**config.mk**
```make
export PLATFORM = sky130hd
export DESIGN_NAME = gpr_wb_arbiter
export DESIGN_NICKNAME = d
export VERILOG_FILES = /design/src/rtl/gpr_wb_arbiter.sv
export SDC_FILE = /design/constraint.sdc
export NUM_CORES = 1
export LEC_CHECK = 0
export CAP_MARGIN = 20
export CELL_PAD_IN_SITES_DETAIL_PLACEMENT = 2
export CELL_PAD_IN_SITES_GLOBAL_PLACEMENT = 2
export CORE_UTILIZATION = 18
export DETAILED_ROUTE_END_ITERATION = 8
export PLACE_DENSITY_LB_ADDON = 0.1
export RECOVER_POWER = 25
export SYNTH_ARGS = -nofsm -noshare
export SYNTH_HDL_FRONTEND = slang
export SYNTH_SLANG_ARGS = --single-unit
```
**constraint.sdc**
```tcl
create_clock -name clk -period 12.2 [get_ports clk]
set_input_delay 2.44 -clock clk [delete_from_list [all_inputs] [get_ports clk]]
set_output_delay 2.44 -clock clk [all_outputs]
set_load 0.02 [all_outputs]
```
**src/rtl/gpr_wb_arbiter.sv**
```systemverilog
// +--------------------------------------------------------------------------+
// | gpr_wb_arbiter: round-robin write-back arbiter for the 32 x 64 GPR file, |
// | with optional busy-bit scoreboard (macro GPR_WB_SCOREBOARD_EN).          |
// | Revision: 1.0                                                            |
// +--------------------------------------------------------------------------+
`default_nettype none

`ifndef FCU_DDATA_WIDTH
`define FCU_DDATA_WIDTH 64
`endif

module gpr_wb_arbiter #(
  parameter int DATA_WIDTH = `FCU_DDATA_WIDTH
) (
  input  logic                    clk,
  input  logic                    rst,
  input  logic [2:0]              wb_valid,
  input  logic [14:0]             wb_addr,
  input  logic [3*DATA_WIDTH-1:0] wb_data,
  output logic [2:0]              wb_ready,
  output logic                    gpr_wen,
  output logic [4:0]              gpr_waddr,
  output logic [DATA_WIDTH-1:0]   gpr_wdata,
  input  logic                    iss_valid,
  input  logic [4:0]              iss_rd,
  input  logic [4:0]              iss_rs1,
  input  logic [4:0]              iss_rs2,
  output logic                    iss_stall,
  output logic [31:0]             busy
);

  localparam logic [1:0] c_ptr0 = 2'd0;
  localparam logic [1:0] c_ptr1 = 2'd1;
  localparam logic [1:0] c_ptr2 = 2'd2;

  logic [1:0]            r_rr_ptr;
  logic [1:0]            w_rr_ptr_nxt;
  logic [2:0]            w_grant;
  logic                  w_xfer;
  logic [4:0]            w_win_addr;
  logic [DATA_WIDTH-1:0] w_win_data;
  logic                  r_wen;
  logic [4:0]            r_waddr;
  logic [DATA_WIDTH-1:0] r_wdata;

  always_ff @(posedge clk or posedge rst) begin
    if (rst) r_rr_ptr <= c_ptr0;
    else     r_rr_ptr <= w_rr_ptr_nxt;
  end

  always_comb begin
    w_rr_ptr_nxt = r_rr_ptr;
    case (w_grant)
      3'b001:  w_rr_ptr_nxt = c_ptr1;
      3'b010:  w_rr_ptr_nxt = c_ptr2;
      3'b100:  w_rr_ptr_nxt = c_ptr0;
      default: w_rr_ptr_nxt = r_rr_ptr;
    endcase
  end

  // Grant is suppressed while rst is high so requests are ignored in reset.
  always_comb begin
    w_grant = 3'b000;
    case (r_rr_ptr)
      c_ptr1: begin
        if      (wb_valid[1]) w_grant = 3'b010;
        else if (wb_valid[2]) w_grant = 3'b100;
        else if (wb_valid[0]) w_grant = 3'b001;
      end
      c_ptr2: begin
        if      (wb_valid[2]) w_grant = 3'b100;
        else if (wb_valid[0]) w_grant = 3'b001;
        else if (wb_valid[1]) w_grant = 3'b010;
      end
      default: begin
        if      (wb_valid[0]) w_grant = 3'b001;
        else if (wb_valid[1]) w_grant = 3'b010;
        else if (wb_valid[2]) w_grant = 3'b100;
      end
    endcase
    if (rst) w_grant = 3'b000;
  end

  assign wb_ready = w_grant;
  assign w_xfer   = |w_grant;

  always_comb begin
    w_win_addr = 5'd0;
    w_win_data = '0;
    for (int i = 0; i < 3; i++) begin
      if (w_grant[i]) begin
        w_win_addr = wb_addr[5*i +: 5];
        w_win_data = wb_data[DATA_WIDTH*i +: DATA_WIDTH];
      end
    end
  end

  always_ff @(posedge clk or posedge rst) begin
    if (rst) begin
      r_wen   <= 1'b0;
      r_waddr <= 5'd0;
      r_wdata <= '0;
    end else begin
      r_wen <= w_xfer && (w_win_addr != 5'd0);
      if (w_xfer) begin
        r_waddr <= w_win_addr;
        r_wdata <= w_win_data;
      end
    end
  end

  assign gpr_wen   = r_wen;
  assign gpr_waddr = r_waddr;
  assign gpr_wdata = r_wdata;

`ifdef GPR_WB_SCOREBOARD_EN
  logic [31:0] r_busy;
  logic [31:0] w_set;
  logic [31:0] w_clr;
  logic        w_stall;

  assign w_stall = iss_valid & (r_busy[iss_rs1] | r_busy[iss_rs2] | r_busy[iss_rd]);

  // Clear follows the registered write so busy drops as the file commits it.
  always_comb begin
    w_set = 32'd0;
    w_clr = 32'd0;
    if (iss_valid && !w_stall && (iss_rd != 5'd0)) w_set[iss_rd] = 1'b1;
    if (r_wen) w_clr[r_waddr] = 1'b1;
  end

  always_ff @(posedge clk or posedge rst) begin
    if (rst) r_busy <= 32'd0;
    else     r_busy <= ((r_busy & ~w_clr) | w_set) & ~32'd1;
  end

  assign busy      = r_busy;
  assign iss_stall = w_stall;
`else
  logic w_unused_iss;
  assign w_unused_iss = ^{iss_valid, iss_rd, iss_rs1, iss_rs2};
  assign busy         = 32'd0;
  assign iss_stall    = 1'b0;
`endif

endmodule

`default_nettype wire

```
==> results of run 1 <==
## layer usage
metal  share of wire  GRT usage  vias up
li1                -          -     2009
met1            0.38      0.176     2235
met4           0.016     0.0569        0
met2            0.52      0.308      199
met3           0.087     0.0533       20
met5               0          0        -
## cells by family (layout without fill, tap and decap cells)
logic type / count (synthesis) / after routing / share of synthesized area
simple gates: 90 / 90 / 0.0990
fa+ha+maj: 2 / 2 / 0.00620
other cells: 1 / 34 / 0.000930
flops: 72 / 72 / 0.447
compound gates: 155 / 155 / 0.334
buf+inv: 74 / 313 / 0.113
## metrics by stage
step	hold slack (ns)	setup WS, ns
3_5_place_dp	0.476	4.58
4_1_cts	0.494	4.58
2_1_floorplan	0.505	4.87
6_report	0.484	3.83
5_1_grt	0.499	3.45
3_3_place_gp	0.467	4.71
## synth_stat cells (all sizes together), types with 2 or more instances
master   count  share of area
a21bo        2         0.0050
a21oi        2         0.0025
a221o        3         0.0074
a221oi      65           0.14
a22o         3         0.0065
buf         51          0.092
clkbuf      17          0.016
dfrtp       72           0.45
ha           2         0.0062
inv          6         0.0056
nand2        3         0.0028
nand3        3         0.0037
nor2        67          0.062
nor2b        7          0.011
nor3         3         0.0065
o211ai       3         0.0056
o21ai        3         0.0037
o2bb2ai     65           0.14
## registers in the layout, indices dropped and copies added, names as in the netlist
signal,flops
gpr_wdata,64
gpr_waddr,5
r_rr_ptr,2
gpr_wen,1
## layout make-up
type / count / area, um2 / share of cell area
antenna: 1 / 2.50 / 0.000344
clock buffer: 13 / 260 / 0.0357
clock inverter: 3 / 40.0 / 0.00550
inverter: 6 / 23.8 / 0.00326
multi-input combinational: 280 / 1910 / 0.262
sequential: 72 / 1800 / 0.247
tap: 280 / 350 / 0.0481
timing repair buffer: 291 / 2900 / 0.398
## worst max-delay path by stage
stage / startpoint / to / slack (ns)
2_1_floorplan: rst / wb_ready[1] / 4.87
3_3_place_gp: wb_valid[0] / wb_ready[2] / 4.71
3_5_place_dp: wb_valid[0] / wb_ready[2] / 4.58
4_1_cts: wb_valid[0] / wb_ready[2] / 4.58
5_1_grt: rst / wb_ready[1] / 3.45
6_report: rst / wb_ready[1] / 3.83
## report_power, final
group          switching [mW]  internal (mW)
clock                   0.106          0.169
sequential             0.0712          0.364
combinational           0.455          0.410
==> metrics.txt, run 1 <==
status finished, violations left; violated checks capacitance limit, slew limit; maximum vdd drop 0.0000682 V; startpoint types primary input; crit path cell chain dlygate4sd3_1, clkinvlp_2, o311a_2, clkdlybuf4s50_1; slowest cell on the critical path clkinvlp_2; filler instances 2405; Crit path required time 9.76 ns; Area Overhead vs Synth 80.6%; yosys warns 0; Syn Area/Cell 10.2 um2; PD cells 216 nW/um2; Clock transition at path regs 0.05 ns; vias in the first global route 5074; DIE WIDTH 152 um; Synth cell types 42; CTS Root Cell clkbuf_16; overall routing resource usage 0.167; Post-synth EDFFs 0; measured slew at the worst slew-check pin 1.83 ns; f_max 119 MHz; most frequent cells in the layout clkdlybuf4s50_1, dfrtp_1, nor2_1, a221oi_1, o2bb2ai_1; vias 4463; hold crit path type register to register; FFs w/ async S/R, synth 1.00; Synth Instances 394; hold buffer count at cts 0; number of top-level pins 334; Crit path depth 4; Crit Path Max Fanout 37; Placeable Area 21900 um2; final cell utilization of the core 0.333; PnR Total Power 1.58 mW; clock buffer depth 2; r2r endpoint gpr_waddr[3]; placer congestion estimate 0.728; H-tree levels 3; antenna violations before repair 1; Die Y 152 um; CP Buf/Inv Count 3; setup violators final 0; crit-path leading delay family buffers and inverters; DRC Markers 0; Tmin final 8.37 ns; WL final 19700 um; hold_sp gpr_wdata[4]; hold path depth 1; first-pass GRT wire length 28500 um; max-cap viol count 1; Post-CTS Repair Setup Buffers 0; Worst-Skew Late Latency 0.34 ns; non-filler cells in the finished layout 946; Num CTS Buffers 9; Seq/Total Area, Yosys 0.447; Yosys reg bits 72; Die ar. 23000 um2; Lkg Pwr 2.81 nW; share of cells above drive strength 1 0.0466; DP Cell Count 929; Worst Hold Path EP gpr_wdata[4]; clk_skew 0.00635 ns; post-route cell area 7280 um2; Initial Utilization 0.184; setup tns final 0 ns; slew margin rel. -0.228; final hold viol count 0; First-pass DRT Iterations 4; post-route antenna net violation count 0; DP HPWL 14100 um; Crit. End Element output port; clk sink count 72; Layout Nets 890; Remaining Overflow, GRT 0; commonest non-fill, non-tap cell in the layout clkdlybuf4s50_1; WP data arrival 5.93 ns; largest net degree at the start of global routing 72; CTS tree yes; Vias/cell 4.72; max incr delay on CP 1.50 ns; worst setup path class primary input to output port; Site Rows 54; Cell Area, Placed 6980 um2; wire length per cell 20.8 um; r2r setup slk 9.02 ns; R2R cell count 10; Slew Viols, Final 38; unrepaired setup endpoints after global routing false; RR Startpoint r_rr_ptr[0]; fin crit share 0.686; initial drt markers 97; Synth Cell Area 4030 um2; number of port buffers 284; post-cts resize count 0; Top FF cell, synth dfrtp_1
Power figures use the tool's default switching activity.
==> inputs of run 2 (changes only) <==
--- a/config.mk
+++ b/config.mk
@@ -8,7 +8,7 @@
 export CAP_MARGIN = 20
 export CELL_PAD_IN_SITES_DETAIL_PLACEMENT = 2
 export CELL_PAD_IN_SITES_GLOBAL_PLACEMENT = 2
-export CORE_UTILIZATION = 18
+export CORE_UTILIZATION = 17
 export DETAILED_ROUTE_END_ITERATION = 8
 export PLACE_DENSITY_LB_ADDON = 0.1
 export RECOVER_POWER = 25
==> constraint.sdc (replaced) <==
create_clock -name clk -period 8.5 [get_ports clk]
set_input_delay 1.7 -clock clk [delete_from_list [all_inputs] [get_ports clk]]
set_output_delay 1.7 -clock clk [all_outputs]
set_load 0.02 [all_outputs]
==> run 2 against run 1 <==
Net effect: the run still ends with capacitance limit, slew limit left; critical path depth increased by 2; via count decreased by 0.54%; largest cell class unchanged; largest power group unchanged; cell area increased by 1.0%; highest routed layer unchanged; die area increased by 5.8%; sequential share of layout area decreased by 0.25 points; sequential power increased by 44%; non-clock buffer count increased by 1; clock skew increased by 0.0015 ns.
==> metrics.txt, run 2 (synthesized netlist as in run 1, its figures left out) <==
final hold viol count 0 (unchanged); met2 routed WL 9960 um (-2.6%); hold_sp gpr_wdata[18]; slew margin rel. -0.821 (-0.593); first-pass GRT wire length 29000 um (+2.0%); clk sink count 72 (unchanged); non-filler cells in the finished layout 979 (+3.5%); DIE WIDTH 156 um (+2.9%); CTS Root Cell clkbuf_16; Tmin final 6.15 ns; clock buffer depth 2 (unchanged); Worst-Skew Late Latency 0.34 ns (about the same); filler instances 2509 (+4.3%); M1 wire length 7470 um (+0.74%); Vias/cell 4.53 (-3.9%); clk_skew 0.00789 ns (+0.00154 ns); Clock transition at path regs 0.06 ns (about the same); most frequent cells in the layout clkdlybuf4s50_1, dfrtp_1, nor2_1, a221oi_1, o2bb2ai_1; maximum vdd drop 0.000129 V (+89%); post-route antenna net violation count 0 (unchanged); DRC Markers 0 (unchanged); highest routed layer met4; PD cells 318 nW/um2 (+47%); fin crit share 0.723; First-pass DRT Iterations 4 (unchanged); overall routing resource usage 0.159 (-0.00784); WL final 19800 um (+0.39%); Crit Path Max Fanout 45 (+22%); max FFs per register 64 (unchanged); wire length per cell 20.2 um (-3.0%); number of top-level pins 334 (unchanged); PnR Total Power 2.34 mW (+48%); DP Cell Count 962 (+3.6%); max-cap viol count 2 (+1); Remaining Overflow, GRT 0 (unchanged); hold slack final 0.485 ns (+0.000905 ns); worst setup path class primary input to register; Crit. End Element register; setup violators final 0 (unchanged); Die ar. 24300 um2 (+5.8%); Num CTS Buffers 9 (unchanged); post-cts resize count 0 (unchanged); hold crit path type register to register; Lkg Pwr 2.81 nW (about the same); R2R cell count 10 (unchanged); vias in the first global route 4935 (-2.7%); WP data arrival 6.36 ns (+0.43 ns); placer congestion estimate 0.687 (-5.6%); Crit path required time 8.72 ns (-1.04 ns); r2r endpoint gpr_waddr[3]; Slew Viols, Final 78 (+110%); startpoint types primary input; commonest non-fill, non-tap cell in the layout clkdlybuf4s50_1; Initial Utilization 0.176 (-0.00824); r2r setup slk 5.31 ns (-3.71 ns); f_max 163 MHz; Area Overhead vs Synth 82.5%; hold buffer count at cts 0 (unchanged); largest net degree at the start of global routing 76 (+5.6%); met3 WL post-DR 1910 um (+11%); unrepaired setup endpoints after global routing false; Die Y 156 um (+2.9%); setup tns final 0 ns (unchanged); DP HPWL 14200 um (+0.77%); status finished, violations left; Worst Hold Path EP gpr_wdata[18]; number of port buffers 284 (unchanged); initial drt markers 159 (+64%); H-tree levels 3 (unchanged); RR Startpoint r_rr_ptr[0]; share of cells above drive strength 1 0.0466 (unchanged); Post-CTS Repair Setup Buffers 0 (unchanged); CTS tree yes; vias 4439 (-0.54%); measured slew at the worst slew-check pin 2.73 ns (+0.900 ns); violated checks capacitance limit, slew limit; hold path depth 1 (unchanged); Layout Nets 891 (+0.11%); Site Rows 55 (+1.9%); antenna violations before repair 1 (unchanged); Placeable Area 22900 um2 (+4.7%)
## run 2: worst max path at each step
stage / from / endpoint / cells after the start
after floorplan: rst / wb_ready[1] / 3
after global placement: wb_valid[1] / wb_ready[0] / 5
after detailed placement: wb_valid[1] / wb_ready[0] / 5
after CTS: wb_valid[1] / wb_ready[0] / 5
after global routing: rst / r_rr_ptr[0] / 6
final: rst / r_rr_ptr[0] / 6
## run 2: metrics by stage
| step | util | setup slack, ns | instance area, um2 |
|---|---|---|---|
| 2_1_floorplan | - | 2.65 | 4150 |
| 3_3_place_gp | 0.306 | 3.14 | 7020 |
| 3_5_place_dp | 0.306 | 3.12 | 7020 |
| 4_1_cts | 0.321 | 3.11 | 7360 |
| 5_1_grt | 0.321 | 1.58 | 7360 |
| 6_report | 0.321 | 2.35 | 7360 |
## run 2: per-layer routing
metal	vias up	global-route usage
met5	-	0
met4	0	0.0537
met3	21	0.0569
met2	206	0.285
met1	2207	0.172
li1	2005	-
## run 2: cell type report
type,instances,area [um2],area share
inverters,6,23.8,0.00323
diodes,1,2.50,0.000340
clock inverters,6,109,0.0148
clock buffers,9,225,0.0306
repair buffers,292,2900,0.393
well taps,313,392,0.0532
flip-flops and latches,72,1800,0.245
multi-input cells,280,1910,0.259
## run 2: critical path: stages
cell and delay (ns):
dlygate4sd3_1 0.68, clkinvlp_2 0.15, clkbuf_1 1.33, clkbuf_1 2.03
o211ai_1 0.22, o2bb2ai_1 0.24
## run 2: power by group
| part | total (mW) | leakage [nW] | internal, mW | switching, mW |
|---|---|---|---|---|
| logic | 1.27 | 1.79 | 0.608 | 0.667 |
| registers | 0.625 | 0.859 | 0.523 | 0.102 |
| clock network | 0.438 | 0.165 | 0.285 | 0.153 |
==> inputs of run 3 (changes only) <==
==> constraint.sdc (replaced) <==
create_clock -name clk -period 6.1 [get_ports clk]
set_input_delay 1.22 -clock clk [delete_from_list [all_inputs] [get_ports clk]]
set_output_delay 1.22 -clock clk [all_outputs]
set_load 0.02 [all_outputs]
==> run 3 against run 2 <==
Net effect: the run now ends clean; die area did not move; combinational power rose by 35%; global-route usage rose by 0.30 points; largest cell class unchanged; clock-buffer cell count did not move; worst hold slack improved by 0.0018 ns; via count fell by 0.63%; routed wire length fell by 0.17%; sequential cell count did not move; critical endpoint is now wb_ready[1]; power rose by 31%; cell area fell by 0.87%.
==> metrics.txt, run 3 (synthesized netlist as in run 1, its figures left out) <==
status finished clean; hold slack final 0.487 ns (+0.00184 ns); Tmin final 4.63 ns; Vias/cell 4.51 (-0.53%); number of port buffers 284 (unchanged); number of top-level pins 334 (unchanged); PD cells 421 nW/um2 (+33%); setup tns final 0 ns (unchanged); Initial Utilization 0.176 (unchanged); Post-CTS Repair Setup Buffers 0 (unchanged); PnR Total Power 3.07 mW (+31%); Die Y 156 um (unchanged); hold path depth 1 (unchanged); final cell utilization of the core 0.318 (-0.00279); crit path cell chain dlygate4sd3_1, clkinvlp_2, o311a_2, clkdlybuf4s50_1; hold_sp gpr_wdata[44]; setup violators final 0 (unchanged); vias in the first global route 4986 (+1.0%); RR Startpoint r_rr_ptr[0]; max FFs per register 64 (unchanged); Crit path depth 4 (-2); post-cts resize count 0 (unchanged); CTS tree yes; switch share 0.416 (+0.0214); DP HPWL 14300 um (+0.38%); antenna violations before repair 1 (unchanged); CP Buf/Inv Count 3 (-1); Num CTS Buffers 9 (unchanged); post-route cell area 7290 um2 (-0.87%); final hold viol count 0 (unchanged); Crit Path Max Fanout 11 (-76%); f_max 216 MHz; WP data arrival 3.41 ns (-2.95 ns); slowest cell on the critical path dlygate4sd3_1; DP Cell Count 962 (unchanged); clock share of power 0.164 (-0.023); Crit. End Element output port; largest net degree at the start of global routing 71 (-6.6%); wire length per cell 20.2 um (about the same); Crit path required time 4.88 ns (-3.84 ns); fin crit share 0.759; WL final 19700 um (-0.17%); first-pass GRT wire length 29400 um (+1.4%); max-cap viol count 0 (-2); Layout Nets 890 (-0.11%); non-filler cells in the finished layout 978 (-0.10%); DIE WIDTH 156 um (unchanged); Worst Setup SP rst; slew margin rel. 0.317 (+1.14); CTS Root Cell clkbuf_16; Die ar. 24300 um2 (unchanged); overall routing resource usage 0.162 (+0.00305); Clock transition at path regs 0.06 ns (about the same); Cell Area, Placed 7020 um2 (unchanged); hold crit path type register to register; PnR worst setup slack 1.47 ns (-0.880 ns); Slew Viols, Final 0 (-100%); Remaining Overflow, GRT 0 (unchanged); Area Overhead vs Synth 80.9%; post-place setup slack 1.71 ns (-1.40 ns); most frequent cells in the layout clkdlybuf4s50_1, dfrtp_1, nor2_1, a221oi_1, o2bb2ai_1; unrepaired setup endpoints after global routing false; # diodes 0 (-1); clk sink count 72 (unchanged); initial drt markers 159 (unchanged); sequential power share 0.280 (+0.013); Site Rows 55 (unchanged); Net Switching 1.28 mW (+39%); DRC Markers 0 (unchanged); clock buffer depth 2 (unchanged); Placeable Area 22900 um2 (unchanged); H-tree levels 3 (unchanged); hold buffer count at cts 0 (unchanged); R2R cell count 10 (unchanged); startpoint types primary input; max incr delay on CP 0.76 ns (-1.27 ns); crit-path leading delay family buffers and inverters; measured slew at the worst slew-check pin 1.02 ns (-1.71 ns); worst setup path class primary input to output port; vias 4411 (-0.63%); filler instances 2506 (-0.12%); Logic pwr share 0.556 (+0.011); post-route antenna net violation count 0 (unchanged); clk_skew 0.00589 ns (-0.00200 ns); commonest non-fill, non-tap cell in the layout clkdlybuf4s50_1; share of cells above drive strength 1 0.0496 (+0.00301); First-pass DRT Iterations 4 (unchanged); Lkg Pwr 2.81 nW (about the same); placer congestion estimate 0.787 (+15%); Worst-Skew Late Latency 0.34 ns (about the same); Int Pwr 1.80 mW (+27%); maximum vdd drop 0.000131 V (+1.2%)
-- run 3: cell count changes in the layout (fill, tap and decap cells not counted), sizes merged --
cell           previous run  this run
clkdlybuf4s50           283       238
dlygate4sd3               1        46
clkinvlp                  1         3
diode                     1         0
bufinv                    3         0
buf                       6         7
clkbuf                   11         9
inv                       5         6
clkinv                    3         4
-- run 3: path summary, 6_finish.rpt --
path	endpoint	slack [ns]
worst max register to register	gpr_waddr[1]	2.91
worst min-delay path	gpr_wdata[44]	0.49
min in group asynchronous	gpr_wdata[60]	1.53
worst min register to register	gpr_wdata[44]	0.49
max in group asynchronous	gpr_wdata[41]	3.30
worst max-delay path	wb_ready[1]	1.47
-- run 3: worst register-to-register path: stages, from the launching register on --
cell,delay (ns)
dfrtp_1,0.39
inv_1,0.06
ha_1,0.38
nor2b_1,0.29
o21ai_1,0.19
a21o_2,0.26
inv_2,0.07
buf_4,0.67
nor3_4,0.06
buf_4,0.30
a221o_1,0.40
-- run 3: layout make-up --
type,count,area (um2),area share
clock buffers,9,225,0.0309
clock inverters,7,47.5,0.00652
inverters,6,23.8,0.00326
multi-input cells,280,1910,0.262
flip-flops and latches,72,1800,0.247
well taps,313,392,0.0537
repair buffers,291,2900,0.397
-- run 3: power by group through the flow --
| stage | sequential [mW] | combinational (mW) | clock [mW] |
|---|---|---|---|
| 3_5_place_dp | 0.874 | 1.80 | 0 |
| 4_1_cts | 0.874 | 1.81 | 0.533 |
| 3_3_place_gp | 0.862 | 1.77 | 0 |
| 6_report | 0.861 | 1.71 | 0.504 |
| 5_1_grt | 0.896 | 1.84 | 0.548 |
| 2_1_floorplan | 1.15 | 0.650 | 0 |
-- run 3: per-layer routing --
metal / GRT usage / share of wire / vias up
li1: - / - / 2006
met1: 0.172 / 0.37 / 2192
met2: 0.301 / 0.52 / 194
met3: 0.0572 / 0.091 / 17
met4: 0.0397 / 0.012 / 2
met5: 0 / 0.00046 / -
